### src/rtl/pc_gen.sv
// Program-counter generator: picks flush, prediction or sequential next PC
// and offers it to IF over a valid/ready handshake, with a boot delay.
module pc_gen #(
  parameter int              XLEN       = 32,
  parameter logic [XLEN-1:0] RESET_ADDR = '0,
  parameter int              INST_BYTES = 4,
  parameter int              BOOT_DELAY = 2
) (
  input  logic            clk,
  input  logic            rstn,
  input  logic            hold_i,
  input  logic            flush_en_i,
  input  logic [XLEN-1:0] flush_base_i,
  input  logic [XLEN-1:0] flush_ofset_i,
  input  logic            prd_en_i,
  input  logic [XLEN-1:0] prd_base_i,
  input  logic [XLEN-1:0] prd_ofset_i,
  input  logic            fetch_ready_i,
  output logic            fetch_valid_o,
  output logic [XLEN-1:0] pc_o,
  output logic            pend_o
);

  typedef enum logic {
    BOOT = 1'b0,
    RUN  = 1'b1
  } state_e;

  localparam logic [XLEN-1:0] LOW_MASK = XLEN'(INST_BYTES - 1);
  localparam logic [XLEN-1:0] STEP     = XLEN'(INST_BYTES);
  localparam logic [7:0]      BOOT_LAST = 8'(BOOT_DELAY - 1);
  localparam state_e RST_STATE = (BOOT_DELAY == 0) ? RUN : BOOT;

  state_e          state_q, state_d;
  logic [7:0]      boot_cnt_q, boot_cnt_d;
  logic [XLEN-1:0] pc_q, pc_d;
  logic [XLEN-1:0] pend_tgt_q, pend_tgt_d;
  logic            pend_q, pend_d;
  logic [XLEN-1:0] flush_tgt, prd_tgt;
  logic            hs;

  always_comb begin
    flush_tgt = (flush_base_i + flush_ofset_i) & ~LOW_MASK;
    prd_tgt   = (prd_base_i + prd_ofset_i) & ~LOW_MASK;
    fetch_valid_o = (state_q == RUN) & ~hold_i;
    hs = fetch_valid_o & fetch_ready_i;

    state_d    = state_q;
    boot_cnt_d = boot_cnt_q;
    if (state_q == BOOT) begin
      boot_cnt_d = boot_cnt_q + 8'd1;
      if (boot_cnt_q == BOOT_LAST) state_d = RUN;
    end

    pc_d       = pc_q;
    pend_d     = pend_q;
    pend_tgt_d = pend_tgt_q;
    // A live prediction wins over a stale pending one on the same handshake
    if (flush_en_i) begin
      pc_d   = flush_tgt;
      pend_d = 1'b0;
    end else if (hs && prd_en_i) begin
      pc_d   = prd_tgt;
      pend_d = 1'b0;
    end else if (hs && pend_q) begin
      pc_d   = pend_tgt_q;
      pend_d = 1'b0;
    end else if (hs) begin
      pc_d = pc_q + STEP;
    end else if (prd_en_i && state_q == RUN) begin
      pend_tgt_d = prd_tgt;
      pend_d     = 1'b1;
    end
  end

  always_ff @(posedge clk or negedge rstn) begin
    if (!rstn) begin
      state_q    <= RST_STATE;
      boot_cnt_q <= '0;
      pc_q       <= RESET_ADDR;
      pend_tgt_q <= '0;
      pend_q     <= 1'b0;
    end else begin
      state_q    <= state_d;
      boot_cnt_q <= boot_cnt_d;
      pc_q       <= pc_d;
      pend_tgt_q <= pend_tgt_d;
      pend_q     <= pend_d;
    end
  end

  assign pc_o   = pc_q;
  assign pend_o = pend_q;

endmodule

### config.mk
export PLATFORM = sky130hd
export DESIGN_NAME = pc_gen
export DESIGN_NICKNAME = d
export VERILOG_FILES = /design/src/rtl/pc_gen.sv
export SDC_FILE = /design/constraint.sdc
export NUM_CORES = 1
export LEC_CHECK = 0
export BUFFER_PORTS_ARGS = -buffer_cell sky130_fd_sc_hd__buf_2
export CAP_MARGIN = 20
export CORE_UTILIZATION = 25
export DETAILED_ROUTE_END_ITERATION = 8
export PLACE_DENSITY = 0.49
export SLEW_MARGIN = 25
export SYNTH_ARGS = -nofsm -noshare
export SYNTH_HDL_FRONTEND = slang
export SYNTH_SLANG_ARGS = --single-unit
### constraint.sdc
create_clock -name clk -period 2.38 [get_ports clk]
set_input_delay 0.238 -clock clk [delete_from_list [all_inputs] [get_ports clk]]
set_output_delay 0.238 -clock clk [all_outputs]
set_load 0.01 [all_outputs]
# After elaboration in Yosys (flattened, before gate mapping)
# Cells that the tools add are included.
# word_totals
inputBits	134
reg_bits	72
output_inout_bits	34
elab_cells	36
# classes
muxes	11
addsub	4
reduce_logical	7
bitwise_logic	7
n_eq_ne	2
# op_table
op	count
$mux W32	4
$add A32 B32 Y32	2
$add A32 B3 Y32 const B	1
$add A8 B1 Y8 const B	1
$eq A8 B1 Y1 const B	1
$reduce_bool A4 Y1	2
$mux W1	7
$not A1 Y1	5
$reduce_and A5 Y1	1
$ne A4 B2 Y1 const B	1
$logic_and A1 B1 Y1	3
$and A1 B1 Y1	2
$reduce_and A2 Y1	1

# Longest topological paths before layout
# Gate-level depths: netlist of the first run.
# logic_depth
word_depth	7
ltp_mapped	11
depth_no_buf	10

# Worst setup path after synthesis of the first run
# OpenSTA, ideal clock, no wires.
# synth_path
path_type	input port to flip-flop
start	input flush_base_i[15]
end	register pc_q[30] (netlist: pc_o[30])
slack_ns	-0.114
setup_ns	0.134
path_stages	11
required_time_ns	2.246
n_path_buf	1
arrival_time_ns	2.360
path_cell_list	ha_1 -> clkbuf_1 -> a21o_1 -> o21bai_1 -> a221o_1 -> and4_1 -> or3b_1 -> nand3_1 -> and2_1 -> xor2_1 -> o22ai_1
# synth_between
elab_chain_cells	2
# synth_lines
element	line	rtl
start: declaration	13	input logic [XLEN-1:0] flush_base_i,
$add A32 B32 Y32	43	flush_tgt = (flush_base_i + flush_ofset_i) & ~LOW_MASK;
$mux W32	59	if (flush_en_i) begin
end signal: assignment	86	pc_q <= pc_d;
end: declaration	36	logic [XLEN-1:0] pc_q, pc_d;
# Every way passes these cells.
# A chain may end at the register's enable or synchronous reset.

# Final worst setup path of the first run
# layout_path
start	input prd_base_i[2]
end	register pc_q[25] (netlist: pc_o[25])
# layout_between
elab_chain_cells	3
# layout_lines
element	line	rtl
start: declaration	16	input logic [XLEN-1:0] prd_base_i,
$add A32 B32 Y32	44	prd_tgt = (prd_base_i + prd_ofset_i) & ~LOW_MASK;
$mux W32	62	end else if (hs && prd_en_i) begin
$mux W32	59	
# Every way passes these cells.

==> results.cfg, run 1 <==
[die]
placementRows = 60
dieArea_sq_um = 28300
fp.dieH_um = 168
ios = 168
core-area_sq_um = 27000
die_w_um = 168
start_util_pct = 25.6

[worst_setup_path]
required_ns = 2.63
critPathLaunchType = input port
path_cells = buf_6 > ha_4 > nand4_1 > a211oi_4 > o21ai_2 > a211oi_4 > buf_4 > nor4_4 > o31ai_2 > xor2_1 > a211oi_2 > o31ai_2
crit_type = in2reg
worstPathMaxFanout = 4
critical_path.top_delay_family = compound AO/OA/AOI/OAI gates
worst_ep_arrival_time_ns = 2.62
rrSetupSlack_ns = 0.09
rr_startpoint = pc_o[10]
r2r-end = pc_o[24]
critical_path.endpoint_type = register
critPathMaxStageDelay_ns = 0.37
crit_path_top_delay_cell = a211oi_4
rr_worst_depth = 11
path_buf_inv = 2

[finish]
area_growth_pct = 45.0
drive_gt1_share_pct = 36.1
antenna_cells = 0
nNetsFinal = 1379
final_cells = 1528
fin_area_sq_um = 10000
fillers = 2846

[detailed_routing]
met2WireLength_mm = 9.79
drtIter0Drc = 397
dr.max_layer_used = met4
vias = 7326
wl_per_cell_um = 15.6
drc_errors = 0
wl_met1_mm = 12.0
vias_per_cell = 4.79
drt.antenna.violating_nets = 0
drt_wl_total_mm = 23.8
drt_pass1_iterations = 5
wl_met3_mm = 1.62

[clock_network]
clk_path_buf_depth = 2
clock-sinks = 70
clkLatencyLatePin_ns = 0.34
clockRootBuffer = clkbuf_16
cts_buffers = 9
htree_levels = 3
clkSlewWorstSetupHoldPaths_ns = 0.06
cts_tree = done

[logic_synthesis]
synth-simple-area-share_pct = 21.2
synth_area_leader_cell = dfrtp_1
synth_seq_cells = 70
yosys_most_used_dff = dfrtp_1
synthArstFlopShare_pct = 100
synthTopCellsByArea = dfrtp_1 25%, ha_1 11%, nand2_1 7.0%, a21oi_1 5.6%, xnor2_1 5.6%
synthMuxAreaShare_pct = 1.41
synth-edff-count = 0
synthXorXnorAreaFrac_pct = 11.0
yosysWarnings = 0
synth_top_family_by_area = compound AO/OA/AOI/OAI gates
synth_fa_ha_area_share_pct = 11.4
avgSynthCellArea_sq_um = 7.87
ys_seq_area_share_pct = 25.3
synth_area_sq_um = 6910
synth_cells = 878
synth_compound_area_share_pct = 26.1
yosysTopAreaCellShare_pct = 25.3
yosysUniqueCellTypes = 75

[place]
placed_cell_area_sq_um = 9320
dp_cells = 1505
hpwlAfterDp_mm = 18.9
port_buffers = 165
place.gp.congestion = 0.850

[pwr]
pwr-share-clk_pct = 27.0
p_per_area_nw_per_um2 = 550
power_frac_seq_pct = 28.9
switching_share_pct = 36.7
switchingPower_mw = 2.03
ir_worst_vdd_mv = 0.267
p_int_mw = 3.49
comb_power_share_pct = 44.0
p_leak_nw = 4.73

[outcome]
status = complete, no violations

[sta]
tightestPinTransition_ns = 0.749
clock_skew_ns = 0.00775
rsz0062_at_grt = true
finalHoldViolations = 0
layout_min_cycle_time_ns = 2.37
fmax_ghz = 0.421
slew_headroom_pct = 50.0
setup_viol = 0
fin_setup_tns_ns = 0
slew_violations = 0
finalCritPeriodShare_pct = 99.7

[global_route]
grt.overflow.total = 0
grt_first_pass_wirelength_mm = 38.1
grt_max_degree = 71
grt_pass1_vias = 7034
antenna_found_initial = 0
grt_usage_pct = 17.0

[worst_hold_path]
worst_hold_path.num_cells = 4
hold_start = flush_ofset_i[0]
hold_path.class = in2reg
whs_endpoint = pc_o[2]

[run]
max_cap_violations = 0
layout by cell type (no fill, tap or decap), types with 21 or more instances in the layout:
| cell | instances |
|---|---|
| a21o_1 | 27 |
| a21oi_1 | 68 |
| buf_2 | 163 |
| buf_4 | 163 |
| dfrtp_1 | 70 |
| ha_1 | 53 |
| inv_1 | 21 |
| nand2_1 | 129 |
| nand3_1 | 27 |
| nor2_1 | 66 |
| o21ai_0 | 61 |
| xnor2_1 | 42 |
| xor2_1 | 40 |
registers in the layout (all words and copies together), names as in the netlist:
register and flops:
state_q 1, boot_cnt_q 8, pend_o 1, pc_o 30
pend_tgt_q 30
worst max-delay path by stage:
| stage | cells past startpoint | slack [ns] | end | start |
|---|---|---|---|---|
| finish | 12 | 0.007 | pc_o[25] | prd_base_i[2] |
| global placement | 11 | -0.40 | pc_o[31] | prd_base_i[2] |
| global route | 12 | -0.10 | pc_o[25] | prd_base_i[2] |
| floorplan | 11 | -0.005 | pc_o[30] | flush_base_i[15] |
| detailed placement | 11 | -0.45 | pc_o[31] | prd_base_i[2] |
| CTS | 12 | 0.005 | pc_o[21] | prd_base_i[1] |
worst reg2reg max path: stages (launching register included):
cell and delay, ns:
dfrtp_1 0.36, nand4_1 0.18, buf_4 0.20, nor4_4 0.21, buf_4 0.17, nand4_1 0.18
buf_4 0.21, xor2_2 0.13, o21ai_1 0.11, nand2_1 0.06, o311a_1 0.16, o31ai_2 0.21
repair_timing:
action,CTS,global route
hold buffers,1,0
pin swaps,10,28
endpoints found under the setup margin,6,19
hold endpoints to repair,70,0
setup buffers,1,6
resized for setup,11,50
layer usage:
metal / up-vias / track usage (%)
met4: 0 / 4.19
li1: 3786 / -
met2: 221 / 24.5
met1: 3300 / 25.0
met5: - / 0
met3: 19 / 4.07
Yosys cell counts (6+ instances only):
cell / number
nor3_1: 14
and3_1: 13
a21oi_1: 77
nand3_1: 29
nand2_1: 129
a21o_1: 27
nand4_1: 15
mux2i_1: 6
o22ai_1: 11
ha_1: 63
clkbuf_1: 35
o31ai_1: 7
dfrtp_1: 70
a31oi_1: 10
inv_1: 21
xnor2_1: 44
nor2_1: 68
a211oi_1: 27
and2_1: 7
o21ai_0: 67
xor2_1: 43
stage by stage:
stage / hold WS, ns / worst slack [ns] / utilization [%] / power (mW)
2_1_floorplan: -0.0576 / -0.00471 / - / 2.87
3_5_place_dp: 0.313 / -0.454 / 34.5 / 3.93
4_1_cts: 0.305 / 0.00503 / 36.1 / 5.48
5_1_grt: 0.356 / -0.105 / 37.1 / 5.90
3_3_place_gp: 0.313 / -0.399 / 34.5 / 3.92
6_report: 0.308 / 0.00687 / 37.1 / 5.51
logic make-up after synthesis:
| family | after synthesis |
|---|---|
| simple gates | 311 |
| mux | 9 |
| compound gates | 276 |
| fa+ha+maj | 63 |
| other cells | 1 |
| buf+inv | 61 |
| flops | 70 |
| xor+xnor | 87 |
power by group through the flow:
| stage | sequential, mW | clock (mW) | combinational (mW) |
|---|---|---|---|
| after floorplan | 1.64 | 0 | 1.23 |
| after global placement | 1.61 | 0 | 2.31 |
| after detailed placement | 1.60 | 0 | 2.32 |
| after CTS | 1.59 | 1.52 | 2.37 |
| after global routing | 1.63 | 1.57 | 2.71 |
| final | 1.59 | 1.49 | 2.43 |
layout make-up:
class                   count  area (sq um)  share of cell area [%]
inverters                  21          78.8                   0.787
clock inverters             7          98.8                   0.986
multi-input cells         748          5310                    53.0
flip-flops and latches     70          1750                    17.5
well taps                 341           427                    4.26
clock buffers               9           225                    2.25
repair buffers            332          2130                    21.3
(Power assumes the default switching activity.)
==> run 2: changes to the inputs <==
==> constraint.sdc (replaced) <==
create_clock -name clk -period 2.6 [get_ports clk]
set_input_delay 0.26 -clock clk [delete_from_list [all_inputs] [get_ports clk]]
set_output_delay 0.26 -clock clk [all_outputs]
set_load 0.01 [all_outputs]
==> results.cfg, run 2 (same netlist as run 1, synthesis figures left out) <==
[finish]
area_growth_pct = 37.0
final_common_cell = buf_2
layout_common_cells = 165 x buf_2, 129 x nand2_1, 124 x buf_4, 72 x a21oi_1, 70 x dfrtp_1
antenna_cells = 0
final_core_util_pct = 35.0
nNetsFinal = 1342
final_cells = 1491
drive_gt1_share_pct = 30.3

[clock_network]
cts_buffers = 9
htree_levels = 3
clockRootBuffer = clkbuf_16
clkSlewWorstSetupHoldPaths_ns = 0.06
cts_tree = done
clk_path_buf_depth = 2
clock-sinks = 70
clkLatencyLatePin_ns = 0.34

[detailed_routing]
drt_pass1_iterations = 5
vias = 7172
drt.antenna.violating_nets = 0
dr.max_layer_used = met4
wl_per_cell_um = 15.6
drt_wl_total_mm = 23.2
vias_per_cell = 4.81
wl_met1_mm = 11.9
wl_met3_mm = 1.53
drc_errors = 0
met2WireLength_mm = 9.52
drtIter0Drc = 492

[sta]
finalHoldViolations = 0
rsz0062_at_grt = true
slew_violations = 0
clock_skew_ns = 0.00791
fmax_ghz = 0.406
tightestPinTransition_ns = 0.621
finalCritPeriodShare_pct = 94.6
setup_viol = 0
holdWs_ns = 0.349
slew_headroom_pct = 58.6
layout_min_cycle_time_ns = 2.46

[worst_setup_path]
rr_worst_depth = 10
r2r-end = pc_o[26]
cp-startpoint = prd_base_i[2]
critPathLaunchType = input port
worst_ep_arrival_time_ns = 2.71
crit_type = in2reg
critical_path.endpoint_type = register
worstPathMaxFanout = 3
required_ns = 2.85
rr_startpoint = pc_o[2]
rrSetupSlack_ns = 0.15

[pwr]
power_frac_seq_pct = 30.7
comb_power_share_pct = 42.6
switchingPower_mw = 1.77
p_per_area_nw_per_um2 = 509
p_leak_nw = 4.50
power_mw = 4.82
pwr-share-clk_pct = 26.7
p_int_mw = 3.05
switching_share_pct = 36.7
ir_worst_vdd_mv = 0.219

[die]
dieArea_sq_um = 28300
start_util_pct = 25.6
core-area_sq_um = 27000
ios = 168
die_w_um = 168
placementRows = 60
fp.dieH_um = 168

[run]
max_cap_violations = 0

[worst_hold_path]
hold_path.class = in2reg
worst_hold_path.num_cells = 4
hold_start = flush_base_i[0]
whs_endpoint = pc_o[2]

[global_route]
grt_max_degree = 71
antenna_found_initial = 1
grt_usage_pct = 16.5
grt_first_pass_wirelength_mm = 36.9
grt.overflow.total = 0
grt_pass1_vias = 6858

[place]
port_buffers = 165
dp_cells = 1470
hpwlAfterDp_mm = 18.5
place.gp.congestion = 0.807

[outcome]
status = complete, no violations
## run 2: how the worst max path moves through the flow
stage | end | slack (ns) | cells past startpoint
2_1_floorplan | pc_o[30] | 0.08 | 11
3_3_place_gp | pc_o[21] | -0.22 | 12
3_5_place_dp | pc_o[31] | -0.31 | 11
4_1_cts | pc_o[31] | 0.07 | 11
5_1_grt | pc_o[26] | -0.06 | 13
6_report | pc_o[26] | 0.14 | 13
## run 2: critical path, stage by stage
cell and delay (ns):
buf_2 0.10, ha_1 0.30, nand4_1 0.18, a211oi_4 0.35
o21ai_0 0.17, a21oi_1 0.19, o21ai_0 0.11, buf_4 0.15
a21oi_1 0.19, a2bb2oi_1 0.28, a311oi_1 0.13, buf_4 0.16
o22ai_1 0.14
## run 2: per-stage QoR
stage / area (sq um) / setup TNS [ns] / worst slack (ns)
3_3_place_gp: 9010 / -2.42 / -0.219
4_1_cts: 9330 / 0 / 0.0667
2_1_floorplan: 6910 / 0 / 0.0839
6_report: 9470 / 0 / 0.139
3_5_place_dp: 9010 / -3.03 / -0.309
5_1_grt: 9470 / -0.196 / -0.0636
## run 2: metal layers
metal | up-vias | GRT usage [%]
met4 | 0 | 4.39
met1 | 3246 | 24.4
li1 | 3711 | -
met2 | 200 | 23.7
met3 | 15 | 3.71
met5 | - | 0
## run 2: power by group through the flow
stage          Clock, mW  Sequential (mW)  Combinational (mW)
3_3_place_gp           0             1.49                2.00
4_1_cts             1.31             1.48                2.02
6_report            1.28             1.48                2.05
3_5_place_dp           0             1.49                2.01
2_1_floorplan          0             1.51                1.11
5_1_grt             1.35             1.51                2.29
## run 2: layout make-up
| class | instances | area, sq um |
|---|---|---|
| Inverter | 21 | 78.8 |
| Multi-Input combinational cell | 748 | 5030 |
| Tap cell | 341 | 427 |
| Sequential cell | 70 | 1750 |
| Clock buffer | 11 | 253 |
| Fill cell | 2848 | 17600 |
| Clock inverter | 5 | 57.6 |
| Timing Repair Buffer | 295 | 1870 |
## run 2: timing repair
action,CTS,global route
resized for setup,0,19
setup buffers,0,4
hold endpoints to repair,70,0
setup endpoints to repair,0,11
hold buffers,1,0
